File: src/rtl/cdm_pkg.sv
// Shared types and helpers for the carry-disregard multiplier family.
package cdm_pkg;

    // Largest operand width the helper functions are sized for.
    localparam int CDM_MAX_W = 32;
    localparam int CDM_MAX_P = 2 * CDM_MAX_W;

    typedef enum logic [1:0] {
        CDM_IDLE = 2'd0,
        CDM_BUSY = 2'd1,
        CDM_DONE = 2'd2
    } cdm_state_t;

    // Saturate the boundary at 2w: anything larger means "all columns approximate".
    function automatic int cdm_clamp_k(input int k, input int w);
        if (k > 2 * w) begin
            return 2 * w;
        end else begin
            return k;
        end
    endfunction

    // Mask of product columns j with k <= j < 2w; the columns summed exactly.
    function automatic logic [CDM_MAX_P-1:0] cdm_hi_mask(input int k, input int w);
        logic [CDM_MAX_P-1:0] m;
        m = '0;
        for (int j = 0; j < CDM_MAX_P; j++) begin
            if ((j < 2 * w) && (j >= k)) begin
                m[j] = 1'b1;
            end else begin
                m[j] = 1'b0;
            end
        end
        return m;
    endfunction

    // Reference product: row-serial accumulation over the full operand width.
    function automatic logic [CDM_MAX_P-1:0] cdm_ref(
        input logic [CDM_MAX_W-1:0] a,
        input logic [CDM_MAX_W-1:0] b,
        input int                   k,
        input int                   w
    );
        logic [CDM_MAX_P-1:0] hm;
        logic [CDM_MAX_P-1:0] pm;
        logic [CDM_MAX_P-1:0] acc;
        logic [CDM_MAX_P-1:0] par;
        logic [CDM_MAX_P-1:0] row;
        hm  = cdm_hi_mask(cdm_clamp_k(k, w), w);
        pm  = cdm_hi_mask(0, w);
        acc = '0;
        par = '0;
        for (int r = 0; r < CDM_MAX_W; r++) begin
            if ((r < w) && b[r]) begin
                row = {{CDM_MAX_W{1'b0}}, a} << r;
            end else begin
                row = '0;
            end
            acc = (acc + (row & hm)) & pm;
            par = par ^ (row & ~hm);
        end
        return (acc | par) & pm;
    endfunction

endpackage

File: src/rtl/cdm_row_acc.sv
// One multiplier-row step: exact add above the boundary, XOR parity below it.
module cdm_row_acc #(
    parameter int W = 8
) (
    input  logic [2*W-1:0] i_acc,
    input  logic [2*W-1:0] i_par,
    input  logic [2*W-1:0] i_row,
    input  logic [2*W-1:0] i_hm,
    output logic [2*W-1:0] o_acc,
    output logic [2*W-1:0] o_par
);

    // Fold one shifted partial-product row into the accumulator and parity.
    always_comb begin
        o_acc = i_acc + (i_row & i_hm);
        o_par = i_par ^ (i_row & ~i_hm);
    end

endmodule

File: src/rtl/cdm_seq_mult.sv
// Sequential carry-disregard multiplier: one multiplier row per cycle,
// run-time selectable approximation boundary, valid/ready on both sides.
module cdm_seq_mult
    import cdm_pkg::*;
#(
    parameter int W  = 8,
    parameter int KW = $clog2(2 * W + 1)
) (
    input  logic          clk,
    input  logic          rst,
    input  logic          in_valid,
    output logic          in_ready,
    input  logic [W-1:0]  a,
    input  logic [W-1:0]  b,
    input  logic [KW-1:0] approx_cols,
    output logic          out_valid,
    input  logic          out_ready,
    output logic [2*W-1:0] p
);

    localparam int CW = (W > 1) ? $clog2(W) : 1;
    localparam int PW = 2 * W;

    cdm_state_t      r_state;
    cdm_state_t      w_state_nxt;
    logic            w_accept;
    logic            w_last;
    logic            r_in_ready;
    logic            r_out_valid;
    logic [W-1:0]    r_a;
    logic [W-1:0]    r_b;
    logic [KW-1:0]   r_k;
    logic [CW-1:0]   r_cnt;
    logic [PW-1:0]   r_acc;
    logic [PW-1:0]   r_par;
    logic [PW-1:0]   r_p;
    logic [PW-1:0]   w_row;
    logic [PW-1:0]   w_hm;
    logic [PW-1:0]   w_acc_nxt;
    logic [PW-1:0]   w_par_nxt;
    logic [KW-1:0]   w_k_clamp;
    logic [CDM_MAX_P-1:0] w_hm_full;

    assign in_ready  = r_in_ready;
    assign out_valid = r_out_valid;
    assign p         = r_p;

    // Boundary clamp at the input and column mask from the latched boundary.
    always_comb begin
        w_k_clamp = KW'(cdm_clamp_k(int'(approx_cols), W));
        w_hm_full = cdm_hi_mask(int'(r_k), W);
        w_hm      = w_hm_full[PW-1:0];
    end

    // Current partial-product row: a gated by multiplier bit r, shifted by r.
    always_comb begin
        w_row = {{W{1'b0}}, r_a & {W{r_b[r_cnt]}}} << r_cnt;
    end

    cdm_row_acc #(.W(W)) u_row_acc (
        .i_acc (r_acc),
        .i_par (r_par),
        .i_row (w_row),
        .i_hm  (w_hm),
        .o_acc (w_acc_nxt),
        .o_par (w_par_nxt)
    );

    // Next-state logic for IDLE -> BUSY -> DONE -> IDLE.
    always_comb begin
        w_state_nxt = r_state;
        w_accept    = 1'b0;
        w_last      = 1'b0;
        case (r_state)
            CDM_IDLE: begin
                if (in_valid) begin
                    w_state_nxt = CDM_BUSY;
                    w_accept    = 1'b1;
                end else begin
                    w_state_nxt = CDM_IDLE;
                end
            end
            CDM_BUSY: begin
                if (r_cnt == CW'(W - 1)) begin
                    w_state_nxt = CDM_DONE;
                    w_last      = 1'b1;
                end else begin
                    w_state_nxt = CDM_BUSY;
                end
            end
            CDM_DONE: begin
                if (out_ready) begin
                    w_state_nxt = CDM_IDLE;
                end else begin
                    w_state_nxt = CDM_DONE;
                end
            end
            default: begin
                w_state_nxt = CDM_IDLE;
            end
        endcase
    end

    // State register with handshake flags decoded from the next state.
    always_ff @(posedge clk or posedge rst) begin
        if (rst) begin
            r_state     <= CDM_IDLE;
            r_in_ready  <= 1'b1;
            r_out_valid <= 1'b0;
        end else begin
            r_state     <= w_state_nxt;
            r_in_ready  <= (w_state_nxt == CDM_IDLE);
            r_out_valid <= (w_state_nxt == CDM_DONE);
        end
    end

    // Operand capture at accept, row accumulation while busy, result capture on the last row.
    always_ff @(posedge clk or posedge rst) begin
        if (rst) begin
            r_a   <= '0;
            r_b   <= '0;
            r_k   <= '0;
            r_cnt <= '0;
            r_acc <= '0;
            r_par <= '0;
            r_p   <= '0;
        end else if (w_accept) begin
            r_a   <= a;
            r_b   <= b;
            r_k   <= w_k_clamp;
            r_cnt <= '0;
            r_acc <= '0;
            r_par <= '0;
        end else if (r_state == CDM_BUSY) begin
            r_acc <= w_acc_nxt;
            r_par <= w_par_nxt;
            if (w_last) begin
                r_cnt <= '0;
                r_p   <= w_acc_nxt | w_par_nxt;
            end else begin
                r_cnt <= r_cnt + CW'(1);
            end
        end else begin
            r_cnt <= r_cnt;
        end
    end

endmodule

File: config.mk
export PLATFORM = sky130hd
export DESIGN_NAME = cdm_seq_mult
export DESIGN_NICKNAME = d
export VERILOG_FILES = /design/src/rtl/cdm_pkg.sv /design/src/rtl/cdm_row_acc.sv /design/src/rtl/cdm_seq_mult.sv
export SDC_FILE = /design/constraint.sdc
export NUM_CORES = 1
export LEC_CHECK = 0
export CAP_MARGIN = 20
export CORE_UTILIZATION = 40
export DETAILED_ROUTE_END_ITERATION = 8
export GPL_TIMING_DRIVEN = 0
export MAX_ROUTING_LAYER = met4
export PLACE_DENSITY_LB_ADDON = 0.08
export SLEW_MARGIN = 20
export SYNTH_ARGS = -nofsm -noshare
export SYNTH_HDL_FRONTEND = slang
export SYNTH_SLANG_ARGS = --single-unit
File: constraint.sdc
create_clock -name clk -period 4.3 [get_ports clk]
set_input_delay 1.075 -clock clk [delete_from_list [all_inputs] [get_ports clk]]
set_output_delay 1.075 -clock clk [all_outputs]
set_load 0.005 [all_outputs]
==> impl.org <==
** Yosys
- Synthesis produced a netlist whose cell count is 533.
- Dominant cells by area after synthesis :: dfrtp_1 (39%), nand2_1 (8.6%), ha_1 (4.5%)
- Cell type contributing the most total cell area after synthesis :: dfrtp_1
- Number of synthesized flops with an enable pin :: 0
- Nets in the synthesized netlist :: 576
- Post-synthesis area per instance :: 8.82 um2
- In this run, distinct cell masters in the synthesized netlist total 62.
- Share of synthesized area occupied by flip-flops and latches :: 0.400
- The mapped netlist covers 4700 um2.
- After synthesis, the share of flip-flops with an asynchronous set or reset is 1.00.
- The synthesized design contains 75 register bits.
- In the synthesized netlist the dominant register cell turns out to be dfrtp_1.
- Area fraction of the dominant cell type after synthesis :: 0.394
- Yosys warning total :: 0

** Worst setup path
- Critical Path AT :: 4100 ps
- Capturing element type of the critical path :: flop
- Register-to-register setup slack :: 470 ps
- Capture instance of the worst register-to-register path :: r_acc[15]
- STA classifies the critical path startpoint as a flop.
- Highest fanout seen on the critical path :: 10
- Kind of critical path :: reg -> reg
- Reg-to-reg startpoint :: r_cnt[0]
- Setup crit end :: r_acc[15]
- For the worst setup path, the data required time is 4570 ps.
- The critical path starts at r_cnt[0].
- The worst register-to-register path has a depth of 13.

** Clock network
- Clock root buffer master :: clkbuf_16
- In this run, post-CTS hold repair placed 0 buffers.
- After clock tree synthesis, the clock-pin slew on the worst setup and hold paths is 60 ps.
- The clock net in this run drives a total of 75 sinks.
- The number of setup buffers added after CTS is 0.
- Number of H-tree levels :: 3
- TritonCTS built the clock tree.
- Once the clock tree was built, the resizer swapped 0 gates to a different size.
- TritonCTS Buffers :: 9
- Clock latency on the worst-skew pair :: 350 ps
- The clock passes through at most 2 buffers.

** Global routing
- The first global-routing pass estimated 21.1 mm of wire.
- Initial antenna violation count :: 0
- Global route total overflow :: 0
- The via count of the first global-routing pass came to 3,898.
- Entering global routing, the biggest net connects 46 pins.
- Across every metal layer, demand over resource in global routing totals 0.228.

** Floorplan
- In this run the horizontal extent of the chip is 110 um.
- Number of ports placed on the die boundary :: 43
- Cell Rows :: 39
- Measured along the y axis, the die boundary spans 110 um.
- The initial utilization of the core area, before any placement, comes to 0.412.
- Std-Cell Core Area :: 11,400 um2
- The die covers 12,200 um2.

** STA
- The final hold violation count came to 0.
- Max transition margin :: 0.516
- Timing would allow up to 0.261 GHz.
- The final number of max-transition violations was 0.
- After routing, the total negative slack on setup checks comes to 0 ps.
- Hold timing on the final database bottoms out at a slack of 465 ps.
- Fin Clk Skew :: 5.86 ps
- Worst Max-Slew Pin Slew :: 726 ps
- Setup repair after global routing left no endpoint under its margin.
- Share of the clock period used by the worst path after layout :: 0.890
- Counting I/O delays and the setup requirement, the final critical path takes 3830 ps.
- Setup violations remaining at the end of the flow were counted as 0.

** Worst hold path
- Worst Min Path Start :: p[7]
- In this run the worst hold path is classified as reg -> reg.
- Hold Path Cell Cnt :: 2

** Route
- Iter 0 DRT Violations :: 238
- Total iterations of the first detailed-routing run :: 4
- In the final routed layout, each cell accounts on average for 17.4 um.
- Drt total wl :: 12.8 mm
- The detailed router placed 4,048 vias in this run.
- Antenna-violating nets left :: 0
- Using the TritonRoute via totals, the vias-per-cell ratio works out to 5.51.
- DRC viols :: 0

** Placed design
- Once placement completed, the tool counted placed cells totaling 719.
- Post-place instance area :: 5330 um2
- Port buffering added 42 buffers.
- After legalization and detailed placement, the total HPWL measured 9.69 mm.
- The congestion estimate from routability-driven global placement came to 0.878.

** Pwr
- The worst-case IR drop observed on VDD is 0.285 mV.
- LEAKAGE :: 2.51 nW
- In this run the power density over the cells is 738 nW/um2.

** Final layout
- The finished layout holds 735 standard cells, fillers aside.
- Leaving out fill and tap cells, the most frequent cell in the layout is nand2_1.
- Final standard cell utilization of the core :: 0.495
- The net count of the finished layout is 630.
- Final std cell area, no fill :: 5650 um2
- Ratio of cells with drive above 1 in the final layout :: 0.0726
- Antenna cells :: 0
- Compared with the post-synthesis result, the final layout area differs by 20.3%.
- The library cells used most frequently in the layout, excluding fill and tap cells, are nand2_1 (108), dfrtp_1 (74), clkdlybuf4s50_1 (42).

** Job
- Number of maximum-capacitance violations :: 0

** Outcome
- Result of the run :: finished clean
routing by layer:
| layer | track usage | routed length (um) | vias up | share of wire |
|---|---|---|---|---|
| li1 | - | - | 2021 | - |
| met1 | 0.296 | 6050 | 1953 | 0.47 |
| met2 | 0.362 | 6170 | 61 | 0.48 |
| met3 | 0.0351 | 395 | 13 | 0.031 |
| met4 | 0.0800 | 187 | 0 | 0.015 |
| met5 | - | 0 | - | 0 |
per-stage QoR:
step                      power (mW)  setup WS (ps)
after floorplan                 2.67           1060
after global placement          3.33          -19.4
after detailed placement        3.37            229
after CTS                       4.18            199
after global routing            4.50            150
final                           4.17            473
where the power goes:
group	total (mW)	leakage, nW	internal, mW	switching, mW
Combinational	2.17	1.40	0.888	1.28
Sequential	1.20	0.956	0.994	0.211
Clock	0.794	0.155	0.494	0.299
cell usage after synthesis, types with 13 or more instances:
library cell  number
dfrtp_1           74
nor3_1            13
nand3_1           19
nor2_1            35
a21oi_1           27
ha_1              17
a31oi_1           17
xnor2_1           13
o21ai_0           40
nand2_1          108
clkbuf_1          23
worst min path at each step:
stage	end	slack, ps
6_report	p[7]	470
5_1_grt	r_b[5]	510
4_1_cts	p[7]	470
3_5_place_dp	p[7]	460
3_3_place_gp	p[7]	450
2_1_floorplan	in_ready	440
registers in the layout, indices dropped and copies added, names as in the netlist:
| name | count |
|---|---|
| r_k | 5 |
| out_valid | 1 |
| p | 16 |
| in_ready | 1 |
| r_acc | 16 |
| r_a | 8 |
| r_state | 2 |
| r_b | 8 |
| r_cnt | 3 |
| r_par | 15 |
critical path: stages (launching register included):
cell and delay [ps]:
dfrtp_1 370, buf_6 170, buf_12 140, mux2i_1 330, o22ai_1 220, nor2_2 380, nor3_1 160, ha_1 380
a21oi_1 240, o21ai_0 210, a2111o_1 490, nor3_1 320, o2111ai_1 180, o211ai_1 140
cells by family (layout without fill, tap and decap cells):
logic type,Yosys count,after routing,synth area share
adders and majority gates,18,18,0.0495
buffers and inverters,35,94,0.0335
muxes,20,20,0.0599
AOI/OAI and AO/OA,132,132,0.185
and+or+nand+nor,228,228,0.226
DFF,75,75,0.400
xor gates and xnor gates,25,25,0.0466
final cells by class:
cell class / count / area (um2)
plain buffers: 29 / 135
clock buffers: 12 / 267
clock inverters: 4 / 47.5
fillers: 1142 / 5770
inverters: 6 / 25.0
multi-input cells: 423 / 2670
flip-flops and latches: 75 / 1880
well taps: 143 / 179
repair buffers: 43 / 448
(Power assumes the default switching activity.)
